File: src/rtl/ci_pkg.sv
// Shared widths, state encoding and constants for the custom-instruction initiator.
package ci_pkg;

  localparam int CI_ID_WIDTH      = 8;
  localparam int CI_DATA_WIDTH    = 32;
  localparam int TIMEOUT_DISABLED = 0;

  typedef enum logic [1:0] {
    IDLE,
    ISSUE,
    WAIT,
    RESP
  } ci_state_e;

endpackage

File: src/rtl/ci_initiator_if.sv
// Request, response and CI-side signal bundle between the initiator and its environment.
interface ci_initiator_if
  import ci_pkg::*;
#(
  parameter int LAT_WIDTH = 16
);

  logic                     reqValid;
  logic                     reqReady;
  logic [CI_ID_WIDTH-1:0]   reqCiN;
  logic [CI_DATA_WIDTH-1:0] reqValueA;
  logic [CI_DATA_WIDTH-1:0] reqValueB;

  logic                     rspValid;
  logic                     rspReady;
  logic [CI_DATA_WIDTH-1:0] rspResult;
  logic                     rspTimeout;
  logic [LAT_WIDTH-1:0]     rspLatency;

  logic                     ciStart;
  logic [CI_ID_WIDTH-1:0]   ciN;
  logic [CI_DATA_WIDTH-1:0] ciValueA;
  logic [CI_DATA_WIDTH-1:0] ciValueB;
  logic                     ciDone;
  logic [CI_DATA_WIDTH-1:0] ciResult;

  modport master (
    input  reqValid, reqCiN, reqValueA, reqValueB, rspReady, ciDone, ciResult,
    output reqReady, rspValid, rspResult, rspTimeout, rspLatency,
           ciStart, ciN, ciValueA, ciValueB
  );

  modport slave (
    output reqValid, reqCiN, reqValueA, reqValueB, rspReady, ciDone, ciResult,
    input  reqReady, rspValid, rspResult, rspTimeout, rspLatency,
           ciStart, ciN, ciValueA, ciValueB
  );

endinterface

File: src/rtl/ci_wait_counter.sv
// Saturating up-counter shared by latency measurement and timeout detection.
module ci_wait_counter #(
  parameter int LAT_WIDTH = 16
) (
  input  logic                 clock,
  input  logic                 nReset,
  input  logic                 clear,
  input  logic                 enable,
  input  logic [LAT_WIDTH-1:0] terminal,
  output logic [LAT_WIDTH-1:0] count,
  output logic [LAT_WIDTH-1:0] count_inc,
  output logic                 at_terminal
);

  localparam logic [LAT_WIDTH-1:0] ONE = LAT_WIDTH'(1);

  always_ff @(posedge clock or negedge nReset) begin
    if (!nReset) begin
      count <= '0;
    end else if (clear) begin
      count <= '0;
    end else if (enable) begin
      count <= count_inc;
    end
  end

  // Next value, pinned at all-ones so a very slow responder never wraps to a small latency.
  assign count_inc   = (count == '1) ? count : count + ONE;
  assign at_terminal = (count == terminal);

endmodule

File: src/rtl/ci_initiator.sv
// Issues one custom instruction per request, then reports result, latency and timeout.
module ci_initiator
  import ci_pkg::*;
#(
  parameter int TIMEOUT_CYCLES = 1023,
  parameter int LAT_WIDTH      = 16
) (
  input  logic           clock,
  input  logic           nReset,
  ci_initiator_if.master bus,
  output logic           busy
);

  localparam logic [LAT_WIDTH-1:0] TERMINAL   = LAT_WIDTH'(TIMEOUT_CYCLES);
  localparam bit                   TIMEOUT_EN = (TIMEOUT_CYCLES != TIMEOUT_DISABLED);

  ci_state_e state, next_state;

  logic [CI_ID_WIDTH-1:0]   op_n;
  logic [CI_DATA_WIDTH-1:0] op_a, op_b;
  logic [CI_DATA_WIDTH-1:0] rsp_result;
  logic                     rsp_timeout;
  logic [LAT_WIDTH-1:0]     rsp_latency;

  logic [LAT_WIDTH-1:0] count, count_inc;
  logic                 at_terminal, cnt_clear, cnt_enable;
  logic                 load_ops, capture_done, capture_timeout;

  ci_wait_counter #(.LAT_WIDTH(LAT_WIDTH)) u_counter (
    .clock       (clock),
    .nReset      (nReset),
    .clear       (cnt_clear),
    .enable      (cnt_enable),
    .terminal    (TERMINAL),
    .count       (count),
    .count_inc   (count_inc),
    .at_terminal (at_terminal)
  );

  always_ff @(posedge clock or negedge nReset) begin
    if (!nReset) state <= IDLE;
    else         state <= next_state;
  end

  always_comb begin
    next_state      = state;
    cnt_clear       = 1'b0;
    cnt_enable      = 1'b0;
    load_ops        = 1'b0;
    capture_done    = 1'b0;
    capture_timeout = 1'b0;
    case (state)
      IDLE: begin
        cnt_clear = 1'b1;
        if (bus.reqValid) begin
          load_ops   = 1'b1;
          next_state = ISSUE;
        end
      end
      ISSUE: begin
        if (bus.ciDone) begin
          capture_done = 1'b1;
          next_state   = RESP;
        end else begin
          cnt_enable = 1'b1;
          next_state = WAIT;
        end
      end
      WAIT: begin
        cnt_enable = 1'b1;
        // A done arriving on the terminal cycle still counts as a real answer.
        if (bus.ciDone) begin
          capture_done = 1'b1;
          next_state   = RESP;
        end else if (TIMEOUT_EN && at_terminal) begin
          capture_timeout = 1'b1;
          next_state      = RESP;
        end
      end
      RESP: begin
        if (bus.rspReady) next_state = IDLE;
      end
      default: next_state = IDLE;
    endcase
  end

  always_ff @(posedge clock or negedge nReset) begin
    if (!nReset) begin
      op_n <= '0;
      op_a <= '0;
      op_b <= '0;
    end else if (load_ops) begin
      op_n <= bus.reqCiN;
      op_a <= bus.reqValueA;
      op_b <= bus.reqValueB;
    end
  end

  // The counter is still 0 in ISSUE, so count_inc yields latency 1 for a same-cycle done.
  always_ff @(posedge clock or negedge nReset) begin
    if (!nReset) begin
      rsp_result  <= '0;
      rsp_timeout <= 1'b0;
      rsp_latency <= '0;
    end else if (capture_done) begin
      rsp_result  <= bus.ciResult;
      rsp_timeout <= 1'b0;
      rsp_latency <= count_inc;
    end else if (capture_timeout) begin
      rsp_result  <= '0;
      rsp_timeout <= 1'b1;
      rsp_latency <= count;
    end
  end

  logic drive_ops;
  assign drive_ops = (state == ISSUE) || (state == WAIT);

  assign bus.reqReady   = (state == IDLE);
  assign bus.rspValid   = (state == RESP);
  assign bus.rspResult  = rsp_result;
  assign bus.rspTimeout = rsp_timeout;
  assign bus.rspLatency = rsp_latency;
  assign bus.ciStart    = (state == ISSUE);
  assign bus.ciN        = drive_ops ? op_n : '0;
  assign bus.ciValueA   = drive_ops ? op_a : '0;
  assign bus.ciValueB   = drive_ops ? op_b : '0;
  assign busy           = (state != IDLE);

endmodule

File: src/flat_wrapper.sv
// flat-port wrapper written by rule: the top's interface ports become plain ports
module ci_initiator_flat import ci_pkg::*;
#(
  parameter int TIMEOUT_CYCLES = 1023,
  parameter int LAT_WIDTH      = 16
)
  (clock, nReset, busy, bus_reqValid, bus_reqCiN, bus_reqValueA, bus_reqValueB, bus_rspReady, bus_ciDone, bus_ciResult, bus_reqReady, bus_rspValid, bus_rspResult, bus_rspTimeout, bus_rspLatency, bus_ciStart, bus_ciN, bus_ciValueA, bus_ciValueB);
  ci_initiator_if #(.LAT_WIDTH(LAT_WIDTH)) bus_i ();
  input  logic clock;
  input  logic nReset;
  output logic busy;
  input wire logic [$bits(bus_i.reqValid)-1:0] bus_reqValid;
  input wire logic [$bits(bus_i.reqCiN)-1:0] bus_reqCiN;
  input wire logic [$bits(bus_i.reqValueA)-1:0] bus_reqValueA;
  input wire logic [$bits(bus_i.reqValueB)-1:0] bus_reqValueB;
  input wire logic [$bits(bus_i.rspReady)-1:0] bus_rspReady;
  input wire logic [$bits(bus_i.ciDone)-1:0] bus_ciDone;
  input wire logic [$bits(bus_i.ciResult)-1:0] bus_ciResult;
  output wire logic [$bits(bus_i.reqReady)-1:0] bus_reqReady;
  output wire logic [$bits(bus_i.rspValid)-1:0] bus_rspValid;
  output wire logic [$bits(bus_i.rspResult)-1:0] bus_rspResult;
  output wire logic [$bits(bus_i.rspTimeout)-1:0] bus_rspTimeout;
  output wire logic [$bits(bus_i.rspLatency)-1:0] bus_rspLatency;
  output wire logic [$bits(bus_i.ciStart)-1:0] bus_ciStart;
  output wire logic [$bits(bus_i.ciN)-1:0] bus_ciN;
  output wire logic [$bits(bus_i.ciValueA)-1:0] bus_ciValueA;
  output wire logic [$bits(bus_i.ciValueB)-1:0] bus_ciValueB;
  assign bus_i.reqValid = bus_reqValid;
  assign bus_i.reqCiN = bus_reqCiN;
  assign bus_i.reqValueA = bus_reqValueA;
  assign bus_i.reqValueB = bus_reqValueB;
  assign bus_i.rspReady = bus_rspReady;
  assign bus_i.ciDone = bus_ciDone;
  assign bus_i.ciResult = bus_ciResult;
  assign bus_reqReady = bus_i.reqReady;
  assign bus_rspValid = bus_i.rspValid;
  assign bus_rspResult = bus_i.rspResult;
  assign bus_rspTimeout = bus_i.rspTimeout;
  assign bus_rspLatency = bus_i.rspLatency;
  assign bus_ciStart = bus_i.ciStart;
  assign bus_ciN = bus_i.ciN;
  assign bus_ciValueA = bus_i.ciValueA;
  assign bus_ciValueB = bus_i.ciValueB;
  ci_initiator #(.TIMEOUT_CYCLES(TIMEOUT_CYCLES), .LAT_WIDTH(LAT_WIDTH)) u_core (.clock(clock), .nReset(nReset), .bus(bus_i), .busy(busy));
endmodule
File: config.mk
export PLATFORM = sky130hd
export DESIGN_NAME = ci_initiator_flat
export DESIGN_NICKNAME = d
export VERILOG_FILES = /design/src/rtl/ci_pkg.sv /design/src/rtl/ci_initiator_if.sv /design/src/rtl/ci_wait_counter.sv /design/src/rtl/ci_initiator.sv /design/src/flat_wrapper.sv
export SDC_FILE = /design/constraint.sdc
export NUM_CORES = 1
export LEC_CHECK = 0
export CORE_ASPECT_RATIO = 1.25
export CORE_UTILIZATION = 33
export CTS_CLUSTER_DIAMETER = 50
export CTS_CLUSTER_SIZE = 16
export DETAILED_ROUTE_END_ITERATION = 6
export PLACE_DENSITY = 0.68
export RECOVER_POWER = 100
export SLEW_MARGIN = 30
export SYNTH_ARGS = -nofsm -noshare
export SYNTH_HDL_FRONTEND = slang
export SYNTH_SLANG_ARGS = --single-unit
File: constraint.sdc
create_clock -name clock -period 1.9 [get_ports clock]
set_input_delay 0.285 -clock clock [delete_from_list [all_inputs] [get_ports clock]]
set_output_delay 0.285 -clock clock [all_outputs]
set_load 0.02 [all_outputs]
Word level (Yosys, flattened, before mapping)
Index checks and enable logic that the tools add are counted.
{ "word_totals": {"regBits": 139, "output_inout_bits": 125} }
{ "classes": {"n_addsub": 1, "n_eq_ne": 8, "muxes": 28, "reduce_logical": 7} }
{ "op_table": {"columns": ["op", "count"], "rows": [
  ["$mux 32", 4],
  ["$mux 16", 5],
  ["$add 16x1->16 const B", 1],
  ["$eq 16x10->1 const B", 1],
  ["$eq 16x16->1 const B", 1],
  ["$mux 1", 12],
  ["$mux 2", 4],
  ["$mux 8", 1],
  ["$pmux 2 s4", 1],
  ["$reduce_bool 2->1", 3],
  ["$eq 2x2->1 const B", 2],
  ["$ne 2x2->1 const B", 2],
  ["$ne 3x2->1 const B", 1],
  ["$reduce_and 3->1", 1],
  ["$eq 2x1->1 const B", 1],
  ["$logic_not 2->1", 1],
  ["$pmux 1 s2", 1],
  ["$reduce_or 2->1", 1],
  ["$logic_or 1x1->1", 1]
]} }

Logic depth before layout (Yosys ltp)
{ "depth": {"ltp_word": 6, "mapped_depth": 8, "depth_no_buf": 7} }

Hierarchy
Synthesis repeated with hierarchy kept, for this count alone.
{ "hier_totals": {"hier_cells": 550, "hier_area_um2": 6840.3} }
{ "modules_own_cells": {"columns": ["module", "n_inst", "cells_each", "area_per_inst_um2", "seq_area_each_um2"], "rows": [
  ["ci_initiator", 1, 383, 5367.6, 3078.0],
  ["ci_wait_counter", 1, 167, 1472.7, 400.4]
]} }

Least setup slack after synthesis
OpenSTA, ideal clock, no wires.
{ "synth_timing": {"path_kind": "flip-flop to flip-flop", "from": "register u_core.state[0]", "to": "register u_core.op_a[0]", "setup_ns": 0.125, "t_arrival_ns": 1.878, "t_required_ns": 1.775, "path_slack_ns": -0.103, "stages_incl_launch_ff": 7, "cell_sequence": "dfrtp_1 > inv_1 > ha_1 > clkbuf_1 > nand2_1 > clkbuf_1 > mux2_2"} }
{ "synth_between": {"elab_chain_cells": 2} }
{ "synth_lines": {"columns": ["item", "line_no", "source"], "rows": [
  ["start: declaration", "ci_initiator.sv:17", "ci_state_e state, next_state;"],
  ["start signal: assignment", "ci_initiator.sv:42", "else state <= next_state;"],
  ["$logic_not 2->1", null, null],
  ["named net bus_reqReady", "flat_wrapper.sv:19", "output wire logic [$bits(bus_i.reqReady)-1:0] bus_reqReady;"],
  ["$mux 1", "ci_initiator.sv:52", "case (state)"],
  ["end signal: assignment", "ci_initiator.sv:94", "op_a <= bus.reqValueA;"],
  ["end: declaration", "ci_initiator.sv:20", "logic [CI_DATA_WIDTH-1:0] op_a, op_b;"]
]} }
The timed path passes the listed nets, and every way through them passes these cells.
A chain may end at the register's enable or synchronous reset.

Worst setup path in the final report
{ "layout_timing": {"from": "register u_core.state[0]", "to": "output port bus_ciValueB[29]"} }
{ "layout_between": {"elab_chain_cells": 3, "elab_cells_between_ends": 4} }
{ "layout_lines": {"columns": ["item", "line_no", "source"], "rows": [
  ["$eq 2x1->1 or $eq 2x2->1 (tied branches)", "ci_initiator.sv:117", "assign drive_ops = (state == ISSUE) || (state == WAIT);"],
  ["$logic_or 1x1->1 *", "ci_initiator.sv:117", null],
  ["$mux 32 *", "ci_initiator.sv:127", "assign bus.ciValueB = drive_ops ? op_b : '0;"],
  ["end: declaration", "flat_wrapper.sv:27", "output wire logic [$bits(bus_i.ciValueB)-1:0] bus_ciValueB;"]
]} }
Mark *: on every way between the ends. The rest lies on a longest branch, timed or not.

==> flow_summary.yaml <==
critical_path:
  reg2reg_slack_ns: -0.02
  required_ns: 1.62
  cp.buffers_inverters: 4
  r2r_start: "u_core.state[1]"
  r2r-end: "u_core.u_counter.count[13]"
  crit_path_end_kind: "output pin"
  setup.worst_path.start_class: "register"
  path_delay_family: "buffers and inverters"
  crit_type: "register to output pin"
  slowest_delay_ns: 0.39
  reg2regPathDepth: 9
  crit_path_top_delay_cell: "dfrtp_1"
  crit_chain: "inv_2 > ha_4 > buf_16 > buf_4 > and2_4 > buf_6"
  crit_path_max_fanout: 15
  cp_data_arrival_time_ns: 1.70
sta:
  holdWs_ns: 0.387
  hold_violations: 0
  clock_skew_ns: 0.00940
  tightest_slew_ns: 0.940
  min_period_ns: 1.99
  fin_ws_ns: -0.0863
  fmax_ghz: 0.503
  rsz0062_at_grt: "yes"
  relSlewSlack_pct: 37.3
  timing.final.crit_share_pct: 105
  setup_violations: 53
  final_max_slew_viol_count: 0
yosys:
  synthCells: 581
  synth_ff_type: "dfrtp_1"
  synth_edf_count: 0
  syn_nets: 696
  syn_area_per_cell_um2: 11.0
  yosys_warnings: 0
  yosysSeqAreaShare_pct: 54.2
  ys_async_sr_fraction_pct: 100
  ys_ff_latch: 139
  yosysUniqueCellTypes: 53
  synth_area_um2: 6420
cells_and_area:
  drive_gt1_share_pct: 35.2
  multi_input_area_um2: 3010
  n_antenna_cell: 0
  fill_cells: 1642
  final_common_cell: "clkdlybuf4s50_1"
  fin_cells: 1105
  postLayoutCoreUtil_pct: 55.2
  syn2layout_area_growth_pct: 62.7
  seq_area_um2: 3480
  layout_common_cells: "clkdlybuf4s50_1, dfrtp_1, nand2_1"
  nets: 975
floorplanning:
  die-width_um: 127
  num_rows: 56
  fp.dieH_um: 158
  dieArea_um2: 20000
  initial_utilization_pct: 33.9
  ios: 234
  fp.coreArea_um2: 18900
run_status:
  violations: "setup timing"
  status: "finished with violations"
placed_design:
  dp_hpwl_um: 12200
  portBuffers: 233
  dpl.cell_count: 1060
  globalplace.congestion: 0.782
  post-place-ws_ns: -0.144
detailed_routing:
  drc_errors: 0
  wl_per_cell_um: 16.5
  vias: 5303
  routed_wl_um: 18200
  drt-vias-per-instance: 4.80
  drtIter0Drc: 232
  dr.pass1.iters: 4
  final_antenna_net_count: 0
power_and_ir_drop:
  switching_power_mw: 7.54
  p_int_mw: 12.6
  pwr-share-clk_pct: 17.7
  swShare_pct: 37.4
  p_per_area_nw_per_um2: 1930
  p_comb_share_pct: 57.7
  p_leak_nw: 4.64
  ir_worst_vdd_mv: 0.992
  pwr-share-seq_pct: 24.7
  finalPower_mw: 20.1
global_routing:
  grt_max_degree: 46
  antenna_found_initial: 0
  grt_pass1_vias: 5143
  grt_pass1_wl_um: 28000
  grt_overflow: 0
  grt.total_usage_pct: 18.2
min_path:
  min_path_type: "input port to register"
  min_to: "u_core.bus.rspResult[21]"
  hold_start: "bus_ciResult[21]"
  hold_path_depth: 3
clock_network:
  clockBufferDepth: 2
  ctsHtreeMaxLevel: 4
  cts_buffers: 17
  clkLatencyLatePin_ns: 0.42
  cts.clk_slew.worst_paths_ns: 0.06
  numClockSinks: 139
  cts_tree: "done"
  clock-root-buffer: "clkbuf_16"
run:
  cap_violations: 0
## metrics by stage
stage / cell area (um2) / TNS, ns
CTS: 10100 / -4.47
finish: 10400 / -2.17
floorplan: 6440 / 0
global route: 10400 / -11.83
global placement: 9370 / -5.01
detailed placement: 9370 / -8.37
## layer usage
metal  global-route usage [%]  routed length [um]  up-vias
li1                         -                   -     2538
met1                     22.8                7680     2555
met2                     30.1                9030      189
met3                     4.87                1220       21
met4                     6.92                 257        0
met5                        0                   0        -
## layout make-up
class / count / share of cell area (%)
clock buffers: 19 / 4.24
clock inverters: 13 / 1.80
inverters: 8 / 0.288
multi-input cells: 394 / 28.8
flip-flops and latches: 139 / 33.3
well taps: 232 / 2.78
repair buffers: 300 / 28.7
## power by group through the flow
| stage | Clock (mW) | Sequential [mW] | Combinational [mW] |
|---|---|---|---|
| global route | 3.79 | 5.12 | 12.4 |
| floorplan | 0 | 5.39 | 5.03 |
| finish | 3.56 | 4.97 | 11.6 |
| detailed placement | 0 | 4.96 | 10.3 |
| global placement | 0 | 4.94 | 10.2 |
| CTS | 3.65 | 4.94 | 10.8 |
## flip-flops by register name (all words and copies together) (netlist names)
name,cells
u_core.bus.rspResult,32
u_core.op_n,8
u_core.op_a,32
u_core.bus.rspTimeout,1
u_core.u_counter.count,16
u_core.state,2
u_core.bus.rspLatency,16
u_core.op_b,32
## worst reg2reg max path, delay by kind of cell (launching register included)
kind                       cells  cell delay [ns]
AOI/OAI and AO/OA              3             0.53
adders and majority gates      1             0.20
buffers and inverters          4             0.48
DFF                            1             0.39
and+or+nand+nor                1             0.23
## synthesized netlist by cell type (3+ instances only)
library cell	count	area, um2
a2bb2oi_1	3	26.3
o21ai_1	4	20.0
nor4_1	5	31.3
xnor2_1	17	149
a21oi_1	5	25.0
inv_1	8	30.0
nand4_1	4	25.0
o21ai_0	3	15.0
dfrtp_1	139	3480
mux2_2	72	811
nor2_1	21	78.8
nand3_1	41	205
and4_1	3	26.3
nand2_1	77	289
ha_1	6	75.1
a31oi_1	6	37.5
nor3_1	13	65.1
a211oi_1	3	22.5
and2_1	73	457
clkbuf_1	25	93.8
buf_1	3	11.3
buf_2	11	55.1
## how the worst max path moves through the flow
stage / from / end / slack [ns] / depth (start not counted)
floorplan: u_core.u_counter.count[0] / u_core.bus.rspLatency[0] / 0.02 / 6
global placement: u_core.state[0] / bus_ciValueB[31] / -0.12 / 5
detailed placement: u_core.state[0] / bus_ciValueB[31] / -0.14 / 5
CTS: u_core.state[0] / bus_ciValueA[25] / -0.13 / 6
global route: u_core.state[0] / bus_ciValueB[29] / -0.16 / 6
finish: u_core.state[0] / bus_ciValueB[29] / -0.09 / 6
## logic make-up after synthesis
logic type | share of synthesized area (%)
flops | 54.2
simple gates | 21.3
mux | 12.8
buf+inv | 3.08
compound gates | 4.84
xor+xnor | 2.59
fa+ha+maj | 1.17
## what timing repair did
| action | in CTS | in global routing |
|---|---|---|
| resized for setup | 404 | 94 |
| endpoints found under the setup margin | 87 | 127 |
| hold endpoints to repair | 35 | 0 |
| buffers inserted | 4 | 4 |
| hold buffers | 1 | 0 |
| pin swaps | 1 | 11 |
| cloned | 2 | 2 |
(Power assumes the default switching activity.)
